===== config.mk =====
export PLATFORM = sky130hd
export DESIGN_NAME = demux_rr_lanes
export DESIGN_NICKNAME = d
export VERILOG_FILES = /design/src/rtl/demux_rr_lanes.sv
export SDC_FILE = /design/constraint.sdc
export NUM_CORES = 1
export LEC_CHECK = 0
export BUFFER_PORTS_ARGS = -buffer_cell sky130_fd_sc_hd__clkbuf_2
export CAP_MARGIN = 5
export CORE_MARGIN = 2
export CORE_UTILIZATION = 42
export DETAILED_ROUTE_END_ITERATION = 8
export HOLD_SLACK_MARGIN = 0.15
export MAX_ROUTING_LAYER = met4
export SLEW_MARGIN = 30
export SYNTH_ARGS = -nofsm -noshare
export SYNTH_HDL_FRONTEND = slang
export SYNTH_SLANG_ARGS = --single-unit

===== constraint.sdc =====
create_clock -name clk_4f -period 1.86 [get_ports clk_4f]
set_input_delay 0.372 -clock clk_4f [delete_from_list [all_inputs] [get_ports clk_4f]]
set_output_delay 0.372 -clock clk_4f [all_outputs]
set_load 0.05 [all_outputs]

===== src/rtl/demux_rr_lanes.sv =====
// demux_rr_lanes: 1-to-LANES round-robin deserializer (slot or packed mode).
// Ports: clk_4f, reset (async high), data_in/valid_in/flush in; data_out/valid_out/frame_out/frame_cnt out.
module demux_rr_lanes #(
  parameter int WIDTH  = 8,
  parameter int LANES  = 2,
  parameter int PACKED = 0
) (
  input  logic                   clk_4f,
  input  logic                   reset,
  input  logic [WIDTH-1:0]       data_in,
  input  logic                   valid_in,
  input  logic                   flush,
  output logic [LANES*WIDTH-1:0] data_out,
  output logic [LANES-1:0]       valid_out,
  output logic                   frame_out,
  output logic [15:0]            frame_cnt
);

  localparam int PW = (LANES > 1) ? $clog2(LANES) : 1;
  localparam logic [PW-1:0] LAST = PW'(LANES - 1);

  typedef enum logic {IDLE, RUN} state_t;

  state_t state;
  state_t state_nxt;

  logic [PW-1:0]    ptr;
  logic [WIDTH-1:0] stg_data [LANES];
  logic [LANES-1:0] stg_valid;

  logic wr;
  logic done;
  logic fl_emit;
  logic emit;
  logic [LANES*WIDTH-1:0] mrg_data;
  logic [LANES-1:0]       mrg_valid;

  always_ff @(posedge clk_4f or posedge reset) begin
    if (reset) state <= IDLE;
    else       state <= state_nxt;
  end

  // flush dominates completion: a flushed group always restarts in IDLE
  always_comb begin
    state_nxt = state;
    priority case (1'b1)
      fl_emit: state_nxt = IDLE;
      done: begin
        if (PACKED == 0 && mrg_valid == '0) state_nxt = IDLE;
        else                                state_nxt = RUN;
      end
      wr:      state_nxt = RUN;
      default: state_nxt = state;
    endcase
  end

  // staging above ptr is always clear, so unfilled lanes merge as zero
  always_comb begin
    if (state == IDLE)    wr = valid_in;
    else if (PACKED != 0) wr = valid_in;
    else                  wr = 1'b1;
    done    = wr && (ptr == LAST);
    fl_emit = flush && (wr || ptr != '0);
    emit    = done || fl_emit;
    mrg_data  = '0;
    mrg_valid = '0;
    for (int i = 0; i < LANES; i++) begin
      mrg_data[i*WIDTH +: WIDTH] = stg_data[i];
      mrg_valid[i]               = stg_valid[i];
      if (wr && ptr == PW'(i)) begin
        mrg_data[i*WIDTH +: WIDTH] = data_in;
        mrg_valid[i]               = valid_in;
      end
    end
  end

  always_ff @(posedge clk_4f or posedge reset) begin
    if (reset) begin
      ptr       <= '0;
      stg_valid <= '0;
      for (int i = 0; i < LANES; i++) stg_data[i] <= '0;
      data_out  <= '0;
      valid_out <= '0;
      frame_out <= 1'b0;
      frame_cnt <= 16'd0;
    end else begin
      frame_out <= emit;
      if (emit) begin
        ptr       <= '0;
        stg_valid <= '0;
        for (int i = 0; i < LANES; i++) stg_data[i] <= '0;
        data_out  <= mrg_data;
        valid_out <= mrg_valid;
        frame_cnt <= frame_cnt + 16'd1;
      end else if (wr) begin
        stg_data[ptr]  <= data_in;
        stg_valid[ptr] <= valid_in;
        ptr            <= ptr + PW'(1);
      end
    end
  end

endmodule


; ---- Word level (Yosys, flattened, before mapping)
; Index checks and enable logic that the tools add are counted.
[totals]
register_bits = 55
inputBits = 12
out_inout_bits = 35
word_cells = 48
[op_classes]
n_addsub = 2
magnitude_cmp = 4
n_mux = 21
bitwise = 2
n_reduce_logical = 10
[ops]
columns = op, n
row1 = 16-bit two-way mux, 2
row2 = 8-bit two-way mux, 3
row3 = 16-bit by 1-bit adder with 16-bit output (second input constant), 1
row4 = 16-bit bitwise mux, 1
row5 = 1-bit two-way mux, 10
row6 = 8-bit demux with 1-bit select, 1
row7 = 1-bit logical AND, 5
row8 = 2-bit two-way mux, 2
row9 = 3-bit nonzero test, 1
row10 = 2-bit bitwise mux, 1
row11 = 2-bit >= comparator (second input constant), 1
row12 = 2-bit zero test, 1
row13 = 1-bit logical OR, 2
row14 = 1-bit by 2-bit less-than comparator with 1-bit output (second input constant), 1
row15 = 2-bit by 1-bit less-than comparator with 1-bit output (second input constant), 1
row16 = 1-bit NOT with 2-bit output, 1
row17 = 2-bit nonzero test, 1
row18 = 1-bit adder (second input constant), 1
row19 = 1-bit demux with 1-bit select, 1
row20 = 1-bit >= comparator (second input constant), 1
row21 = 1-bit NOT, 1

; ---- Depth between registers and ports, before layout
[depth]
ltp_word = 8
ltp_mapped = 8
ltp_nobuf = 5

; ---- Least setup slack after synthesis
; OpenSTA, ideal clock, no wires.
[synth_path]
path_type = register to register
startpoint = register frame_cnt[0]
endpoint = register frame_cnt[10]
t_arrival_ns = 1.622
required_time_ns = 1.718
slack_ns = 0.096
stages_incl_launch_ff = 6
path_buffers = 0
synth_period_minus_slack_ns = 1.764
path_cell_list = dfrtp_1 ha_1 nand2_1 nor4_4 nand3_1 xnor2_1
[synth_between]
elab_chain_cells = 1
[synth_lines]
columns = item, line_no
row1 = from (decl), 16  ; output logic [15:0] frame_cnt
row2 = from (signal assigned), 94  ; frame_cnt <= frame_cnt + 16'd1;
row3 = 16-bit by 1-bit adder with 16-bit output, 94
; No other way between the ends.
; A chain may end at the register's enable or synchronous reset.

; ---- Worst setup path in the final report
[layout_path]
startpoint = register ptr
endpoint = register data_out[15]
[layout_between]
elab_chain_cells = 3
elab_cells_between_ends = 5
[layout_lines]
columns = item, line_no
row1 = from (decl), 27  ; logic [PW-1:0] ptr;
row2 = from (signal assigned), 98  ; ptr <= ptr + PW'(1);
row3 = 1-bit logical OR, 63  ; fl_emit = flush && (wr || ptr != '0);
row4 = 1-bit logical AND, 63
row5 = 1-bit logical OR, 64  ; emit = done || fl_emit;
row6 = to (signal assigned), 92  ; data_out <= mrg_data;
row7 = to (decl), 13  ; output logic [LANES*WIDTH-1:0] data_out,
; Several ways; a longest one is shown, not always the timed one.

==> flow_metrics.py <==
metrics = {
    "outcome": {
        "status": "complete, no violations",
    },
    "route": {
        "drt.antenna.violating_nets": 0,
        "via_count": 1807,
        "drc": 0,
        "drt_iter0_drc": 69,
        "routed_wl_um": 5110,
        "first_pass_iters": 4,
        "m1WireLength_um": 2550,
        "vias_per_cell": 5.15,
        "top_layer": "met4",
        "wl_per_cell_um": 14.5,
        "met2WireLength_um": 2310,
        "dr_wl_met3_um": 204,
    },
    "cts": {
        "path_clk_slew_ps": 90,
        "clock-root-buffer": "clkbuf_8",
        "cts_made_buffers": 5,
        "post_cts_buffers": 0,
        "clkLatencyLatePin_ps": 300,
        "cts_buffer_depth": 2,
        "cts_resized": 0,
        "cts_tree": "built",
        "clock_sink_count": 55,
        "htree_levels": 2,
    },
    "timing": {
        "finalSetupViolCount": 0,
        "skew_ps": 9.69,
        "max_clock_freq_ghz": 0.637,
        "rsz0062_at_grt": "no",
        "max-slew-margin-rel": 0.729,
        "hold_violations": 0,
        "tightest_slew_ps": 403,
        "finalCritPeriodShare": 0.844,
        "tns_ps": 0,
        "post-route-min-period_ps": 1570,
        "slew_violations": 0,
    },
    "logic_synthesis": {
        "yosys.area.top_type": "dfrtp_1",
        "netlist_instances": 225,
        "syn-cell-area_mm2": 0.00241,
        "yosys_warnings": 0,
        "synth.yosys.seq_area_share": 0.571,
        "synth-main-ff-cell": "dfrtp_1",
        "post_synth.cell_area_avg_um2": 10.7,
        "synthArstFlopShare": 1.00,
        "synth_cell_types": 38,
        "synth_edf_count": 0,
        "yosysTopAreaCellShare": 0.571,
        "synth_area_leaders": "dfrtp_1 57%, o22ai_1 6.2%, nor2_1 3.4%",
        "synth_fp_nets": 238,
        "synth-seq-cells": 55,
    },
    "setup_path": {
        "cp_max_fo": 20,
        "worstPathRequired_ps": 2040,
        "cp_top_family": "compound AO/OA/AOI/OAI gates",
        "crit_type": "reg -> reg",
        "worstSetupStartpointType": "register",
        "crit_path_top_delay_cell": "dfrtp_1",
        "cp-end-kind": "register",
        "worstPathArrival_ps": 1750,
        "critPathMaxStageDelay_ps": 450,
        "cp_num_buf_inv": 1,
        "cp_cell_sequence": "a211oi_4 > or2_1 > inv_2 > o22ai_1 > a21oi_1",
    },
    "placed_design": {
        "dp_hpwl_um": 3460,
        "gp_congestion": 0.775,
        "post_dp_cell_area_mm2": 0.00277,
        "placed_cells_incl_taps": 343,
        "io_buffers": 46,
    },
    "job": {
        "drv_cap": 0,
    },
    "global_route": {
        "grt_max_degree": 56,
        "grt_util_all_layers": 0.178,
        "antenna_found_initial": 0,
        "overflow": 0,
        "grt_pass1_wl_um": 8580,
        "grt_pass1_vias": 1709,
    },
    "final_layout": {
        "final_common_cell": "dfrtp_1",
        "finalInstanceArea_mm2": 0.00288,
        "fin_cells": 351,
        "fill_cells": 514,
        "layout-drive-gt1-share": 0.272,
        "mostFrequentLayoutCells": "55 x dfrtp_1, 46 x clkbuf_2, 24 x o22ai_1, 22 x nor2_1, 17 x nand2_1",
        "antenna_cells": 0,
        "fin_nets": 292,
        "syn2layout_area_growth_pct": 19.4,
    },
    "power_and_ir_drop": {
        "leakagePower_nw": 1.36,
        "peakVddDrop_mv": 0.684,
        "power_density_mw_per_mm2": 1260,
    },
    "floorplanning": {
        "die_h_um": 79.8,
        "rows": 27,
        "die-area_mm2": 0.00637,
        "coreArea_mm2": 0.00554,
        "chipWidth_um": 79.8,
        "initial_core_util": 0.435,
        "pin_count": 47,
    },
    "hold_path": {
        "worstHoldPathType": "in -> reg",
    },
}
-- where the power goes --
part	switching [mW]	internal, mW
Combinational	0.982	0.330
Clock	0.363	0.395
Sequential	0.178	1.40
Total	1.52	2.12
-- sequential cells by signal, summed over array words and instances (netlist names) --
name / count
data_out: 16
frame_cnt: 16
stg_data: 16
stg_valid: 2
valid_out: 2
frame_out: 1
ptr: 1
state: 1
-- final cells by class --
type                       count  area (um^2)  share of cell area
timing repair buffer          60          350               0.122
tap                           72         90.1              0.0313
multi-input combinational    154          950               0.330
clock buffer                   6         72.6              0.0252
clock inverter                 1         30.0              0.0104
inverter                       3         11.3             0.00391
sequential                    55         1380               0.478
-- worst reg2reg max path: cells and delay by family, from the launching register on --
| kind | cells | cell delay [ps] |
|---|---|---|
| AOI/OAI and AO/OA | 3 | 620 |
| DFF | 1 | 450 |
| and+or+nand+nor | 1 | 210 |
| buffers and inverters | 1 | 170 |
-- kinds of logic after synthesis --
group,share of synthesized area
AOI/OAI and AO/OA,0.161
xor gates and xnor gates,0.0617
adders and majority gates,0.00519
buffers and inverters,0.0358
DFF,0.571
and+or+nand+nor,0.166
-- cells in the mapped netlist, types with 3 or more instances --
cell type	count
clkbuf_1	3
a21oi_1	9
nor2_1	22
buf_4	3
a22oi_1	8
o22ai_1	24
buf_2	5
o21ai_0	12
nand2_1	17
and2_1	10
nand3_1	9
xor2_1	8
dfrtp_1	55
xnor2_1	9
nor3_2	3
-- per-layer routing --
| metal | track usage | vias up |
|---|---|---|
| met4 | 0.0610 | 0 |
| met1 | 0.253 | 866 |
| met3 | 0.0339 | 4 |
| met5 | - | - |
| li1 | - | 904 |
| met2 | 0.256 | 33 |
-- path summary, 6_finish.rpt --
kind / startpoint / end / slack, ps / cells after the start
worst min register to register: frame_cnt[13]$_DFFE_PP0P_ / frame_cnt[13]$_DFFE_PP0P_ / 490 / 1
worst max-delay path: ptr$_DFFE_PP0P_ / data_out[15]$_DFFE_PP0P_ / 290 / 5
min in group asynchronous: reset / frame_cnt[0]$_DFFE_PP0P_ / 650 / 4
max in group asynchronous: reset / valid_out[1]$_DFFE_PP0P_ / 970 / 4
worst min-delay path: data_in[6] / data_out[6]$_DFFE_PP0P_ / 390 / 3
worst max register to register: ptr$_DFFE_PP0P_ / data_out[15]$_DFFE_PP0P_ / 290 / 5
-- per-stage QoR --
step                      hold WS, ps   util  setup WS [ps]  power [mW]
final                             389  0.520            291        3.64
after global routing              391  0.520            193        3.83
after CTS                         386  0.520            278        3.69
after detailed placement          434  0.500            195        2.92
after global placement            436  0.500            251        2.91
after floorplan                   472      -           96.1        2.58
-- what timing repair did --
action	CTS	global route
hold endpoints to repair	55	0
setup endpoints to repair	0	0
hold buffers	1	0
Note: power is estimated with default switching activity, not from simulation.
